<file path="src/rtl/lut_adr_sequencer_if.sv">
// rtl/lut_adr_sequencer_if.sv - Avalon-MM register port and LUT address stream
interface lut_adr_sequencer_if #(
  parameter int ADR_W = 11
);
  logic [1:0]       address;
  logic             chipselect;
  logic             write_n;
  logic [31:0]      writedata;
  logic [31:0]      readdata;
  logic [ADR_W-1:0] lut_adr;
  logic             lut_adr_valid;
  logic             lut_adr_ready;
  logic             irq;

  modport master (
    output address, chipselect, write_n, writedata, lut_adr_ready,
    input  readdata, lut_adr, lut_adr_valid, irq
  );

  modport slave (
    input  address, chipselect, write_n, writedata, lut_adr_ready,
    output readdata, lut_adr, lut_adr_valid, irq
  );
endinterface

</file>
<file path="src/rtl/lut_adr_sequencer.sv">
// rtl/lut_adr_sequencer.sv - register-programmed LUT address scan engine
// Walks lut_adr from BASE to LAST (wrapping mod 2^ADR_W), optionally looping.
module lut_adr_sequencer #(
  parameter int ADR_W = 11
) (
  input logic               clk,
  input logic               reset,
  lut_adr_sequencer_if.slave bus
);
  typedef enum logic {IDLE, RUN} state_t;

  state_t           state_q, state_d;
  logic [ADR_W-1:0] base_q, last_q, adr_q, adr_d;
  logic             loop_q, irq_en_q, done_q, done_d;
  logic             wr, ctrl_wr, start_w, abort_w, clr_w, xfer, set_done, idle;
  logic             unused_wdata;

  assign wr      = bus.chipselect & ~bus.write_n;
  assign ctrl_wr = wr && (bus.address == 2'd0);
  assign start_w = ctrl_wr & bus.writedata[0];
  assign abort_w = ctrl_wr & bus.writedata[1];
  assign clr_w   = ctrl_wr & bus.writedata[4];
  assign idle    = (state_q == IDLE);
  assign xfer    = (state_q == RUN) & bus.lut_adr_ready;
  assign unused_wdata = ^bus.writedata[31:ADR_W];

  always_comb begin
    state_d  = state_q;
    adr_d    = adr_q;
    set_done = 1'b0;
    case (state_q)
      IDLE: begin
        if (start_w && !abort_w) begin
          state_d = RUN;
          adr_d   = base_q;
        end else if (wr && bus.address == 2'd3) begin
          adr_d = bus.writedata[ADR_W-1:0];
        end
      end
      RUN: begin
        // Abort wins: a transfer in the abort cycle is accepted but the address freezes.
        if (abort_w) begin
          state_d = IDLE;
        end else if (xfer) begin
          if (adr_q != last_q) begin
            adr_d = adr_q + ADR_W'(1);
          end else if (loop_q) begin
            adr_d = base_q;
          end else begin
            state_d  = IDLE;
            set_done = 1'b1;
          end
        end
      end
      default: state_d = IDLE;
    endcase

    done_d = done_q;
    if (set_done) done_d = 1'b1;
    if (clr_w || (start_w && idle)) done_d = 1'b0;
  end

  always_ff @(posedge clk or posedge reset) begin
    if (reset) begin
      state_q  <= IDLE;
      adr_q    <= '0;
      base_q   <= '0;
      last_q   <= '0;
      loop_q   <= 1'b0;
      irq_en_q <= 1'b0;
      done_q   <= 1'b0;
    end else begin
      state_q <= state_d;
      adr_q   <= adr_d;
      done_q  <= done_d;
      if (ctrl_wr) begin
        loop_q   <= bus.writedata[2];
        irq_en_q <= bus.writedata[3];
      end
      if (wr && idle && bus.address == 2'd1) base_q <= bus.writedata[ADR_W-1:0];
      if (wr && idle && bus.address == 2'd2) last_q <= bus.writedata[ADR_W-1:0];
    end
  end

  assign bus.lut_adr       = adr_q;
  assign bus.lut_adr_valid = (state_q == RUN);
  assign bus.irq           = done_q & irq_en_q;

  always_comb begin
    bus.readdata = 32'd0;
    case (bus.address)
      2'd0:    bus.readdata = {28'd0, irq_en_q, loop_q, done_q, (state_q == RUN)};
      2'd1:    bus.readdata = 32'(base_q);
      2'd2:    bus.readdata = 32'(last_q);
      default: bus.readdata = 32'(adr_q);
    endcase
  end
endmodule

</file>
<file path="src/flat_wrapper.sv">
// flat-port wrapper written by rule: the top's interface ports become plain ports
module lut_adr_sequencer_flat 
#(
  parameter int ADR_W = 11
)
  (clk, reset, bus_address, bus_chipselect, bus_write_n, bus_writedata, bus_lut_adr_ready, bus_readdata, bus_lut_adr, bus_lut_adr_valid, bus_irq);
  lut_adr_sequencer_if #(.ADR_W(ADR_W)) bus_i ();
  input logic clk;
  input logic reset;
  input wire logic [$bits(bus_i.address)-1:0] bus_address;
  input wire logic [$bits(bus_i.chipselect)-1:0] bus_chipselect;
  input wire logic [$bits(bus_i.write_n)-1:0] bus_write_n;
  input wire logic [$bits(bus_i.writedata)-1:0] bus_writedata;
  input wire logic [$bits(bus_i.lut_adr_ready)-1:0] bus_lut_adr_ready;
  output wire logic [$bits(bus_i.readdata)-1:0] bus_readdata;
  output wire logic [$bits(bus_i.lut_adr)-1:0] bus_lut_adr;
  output wire logic [$bits(bus_i.lut_adr_valid)-1:0] bus_lut_adr_valid;
  output wire logic [$bits(bus_i.irq)-1:0] bus_irq;
  assign bus_i.address = bus_address;
  assign bus_i.chipselect = bus_chipselect;
  assign bus_i.write_n = bus_write_n;
  assign bus_i.writedata = bus_writedata;
  assign bus_i.lut_adr_ready = bus_lut_adr_ready;
  assign bus_readdata = bus_i.readdata;
  assign bus_lut_adr = bus_i.lut_adr;
  assign bus_lut_adr_valid = bus_i.lut_adr_valid;
  assign bus_irq = bus_i.irq;
  lut_adr_sequencer #(.ADR_W(ADR_W)) u_core (.clk(clk), .reset(reset), .bus(bus_i));
endmodule
</file>
<file path="config.mk">
export PLATFORM = sky130hd
export DESIGN_NAME = lut_adr_sequencer_flat
export DESIGN_NICKNAME = d
export VERILOG_FILES = /design/src/rtl/lut_adr_sequencer_if.sv /design/src/rtl/lut_adr_sequencer.sv /design/src/flat_wrapper.sv
export SDC_FILE = /design/constraint.sdc
export NUM_CORES = 1
export LEC_CHECK = 0
export ABC_AREA = 0
export CORE_MARGIN = 5
export CORE_UTILIZATION = 47
export DETAILED_ROUTE_END_ITERATION = 10
export HOLD_SLACK_MARGIN = 0.15
export PLACE_DENSITY = 0.81
export REMOVE_ABC_BUFFERS = 1
export SYNTH_ARGS = -nofsm -noshare
export SYNTH_HDL_FRONTEND = slang
export SYNTH_SLANG_ARGS = --single-unit
</file>
<file path="constraint.sdc">
create_clock -name clk -period 2.8 [get_ports clk]
set_input_delay 0.42 -clock clk [delete_from_list [all_inputs] [get_ports clk]]
set_output_delay 0.42 -clock clk [all_outputs]
set_load 0.02 [all_outputs]
</file>
==> results.cfg <==
[global_route]
met3_usage = 0.0427
grt_usage = 0.197
grt_max_degree = 38
top_usage_layer = met2
use_met2 = 0.320
grt_pass1_wl_mm = 11.4
grtUsageMet1 = 0.263
grt-ovfl-total = 0
grt_antenna_before_repair = 0
grt_pass1_vias = 2194

[floorplanning]
initial_core_util = 0.481
die-area_sq_um = 7200
chipWidth_um = 84.8
ios = 84
die_h_um = 84.8
floorplan.rows = 27
design.core.area_sq_um = 5470

[cts]
postCtsHoldBufs = 0
clockRootBuffer = clkbuf_8
cts_made_buffers = 5
clk_pin_slew_ps = 70
ctsResizeCount = 0
cts_tree = built
clkSinkCount = 37
post-cts-setup-buffer-count = 0
h-tree-depth = 2
clk-insertion-delay-late_ps = 290
clk_path_buf_depth = 2

[sta]
rsz0062_at_grt = no
relSlewSlack = 0.358
drv_slew = 0
fin_skew_ps = 6.32
fmax_mhz = 364
holdWs_ps = 530
tns_ps = 0
setup_viol = 0
fin_crit_sh = 0.980
finalHoldViolCount = 0
finalCriticalPeriod_ps = 2740
worst_pin_slew_ps = 959

[power]
seq_power_share = 0.364
power.share.clock = 0.146
power_w = 0.00259
p_sw_w = 0.00108
p_int_w = 0.00152
power_switching_share = 0.416
pwr-share-comb = 0.490
cellLeakagePower_nw = 1.31
power_density_nw_per_um2 = 803
peakVddDrop_v = 0.000421

[final_layout]
final_nets = 353
n_antenna_cell = 0
area_growth_syn_to_layout_pct = 22.6
drive_gt1_frac = 0.211

[yosys]
yosysMostFrequentCell = dfrtp_1
avgSynthCellArea_sq_um = 10.1
synth_cell_types = 53
ys_seq_elements = 37
synth_area_sq_um = 2630
synthCells = 261
synth_common_cells = dfrtp_1 (37), mux2_2 (31), buf_4 (21), nand2_1 (18), inv_1 (13)
synth-edff-count = 0
synthArstFlopShare = 1.00
synth_top_area_cell = dfrtp_1
synth_top_flop_cell = dfrtp_1
synth_top_area_frac = 0.352
ys_seq_area_frac = 0.352
yosys-top-cells-area = dfrtp_1 (35%), mux2_2 (13%), buf_4 (6.0%), xnor2_1 (4.0%), mux4_2 (3.4%)
yosys_warnings = 0

[routing]
drtIter0Drc = 257
firstDrtPassIters = 5
wl_per_cell_um = 17.8
wirelength_mm = 6.85
antenna_left = 0
vias = 2233
avgViaCountPerCell = 5.80
drc_errors = 0

[placed_design]
portBuffers = 41
dpl.hpwl_mm = 5.16
place_congestion = 0.952

[setup_path]
arrival_ps = 2320
cp_max_fo = 7
required_ps = 2380
endpoint_kind = output port
criticalPathCategory = primary input to output port
start_kind = primary input

[hold_path]
hold_class = register to register

[job]
cap_violations = 0

[outcome]
status = complete, no violations
-- sequential cells by signal, summed over array words and instances (netlist names) --
name                      count
u_core.irq_en_q               1
u_core.bus.lut_adr           11
u_core.loop_q                 1
u_core.last_q                11
u_core.base_q                11
u_core.done_q                 1
u_core.bus.lut_adr_valid      1
-- kinds of logic after synthesis --
kind of cell               Yosys count  synth area share
other                                1           0.00142
and+or+nand+nor                     69             0.152
xor gates and xnor gates            13            0.0433
AOI/OAI and AO/OA                   57             0.177
muxes                               35             0.167
DFF                                 37             0.352
buffers and inverters               48             0.103
adders and majority gates            1           0.00475
-- per-layer routing --
metal | wire length [um] | up-vias
met5 | 0 | -
met4 | 123 | 0
met3 | 445 | 12
met2 | 3240 | 97
met1 | 3040 | 1081
li1 | - | 1043
-- worst max-delay path: stages --
cell	delay [ps]
clkdlybuf4s50_1	660
buf_12	170
mux2_2	330
a22o_1	190
clkdlybuf4s50_1	540
-- final cells by class --
cell class                 count  area [sq um]
multi-input combinational    196          1510
inverter                      13          48.8
fill                         482          2240
tap                           72          90.1
sequential                    37           926
clock buffer                   7          86.3
timing repair buffer          60           566
-- per-stage QoR --
stage	area [sq um]	worst slack, ps	instances	util
after CTS	3230	54.5	385	0.590
after detailed placement	3140	38.2	378	0.574
after global placement	3140	37.9	378	0.574
final	3230	56.0	385	0.590
after floorplan	2490	527	246	-
after global routing	3230	7.83	385	0.590
-- final timing paths --
check,startpoint,endpoint,slack (ps),cells past startpoint
max reg2reg,u_core.bus.lut_adr[6],u_core.bus.lut_adr[1],430,5
max,bus_address[0],bus_readdata[5],60,5
min in group asynchronous,reset,u_core.done_q,550,3
max in group asynchronous,reset,u_core.bus.lut_adr[8],1910,3
min,u_core.done_q,u_core.done_q,530,1
min reg2reg,u_core.done_q,u_core.done_q,530,1
-- power by group through the flow --
| stage | clock network [W] | registers [W] | logic (W) |
|---|---|---|---|
| after detailed placement | 0 | 0.000946 | 0.00126 |
| after global routing | 0.000402 | 0.000975 | 0.00136 |
| after CTS | 0.000383 | 0.000936 | 0.00127 |
| final | 0.000379 | 0.000944 | 0.00127 |
| after global placement | 0 | 0.000936 | 0.00124 |
| after floorplan | 0 | 0.000991 | 0.000703 |
-- placed cells by master (no fill, tap or decap), types with 2 or more instances in the layout --
master and instances:
a221oi_1 3, and3_1 7, o32a_1 2, inv_1 13, nor2_1 7, and2_1 2
a22o_1 8, dfrtp_1 37, o21a_1 2, xnor2_1 12, o22a_1 2, nand2_1 18
clkdlybuf4s50_1 41, clkbuf_8 6, a211o_1 2, nand4_1 11, a2bb2oi_1 2, o22ai_1 2
mux2_2 31, o21ai_0 4, a21oi_1 6, conb_1 21, buf_4 18, a221o_1 2
mux4_2 4, o311ai_0 2, and4_1 3, nor2b_1 3, nand3_1 5, nor3_1 5
a31oi_1 2, a211oi_1 9
(Power assumes the default switching activity.)
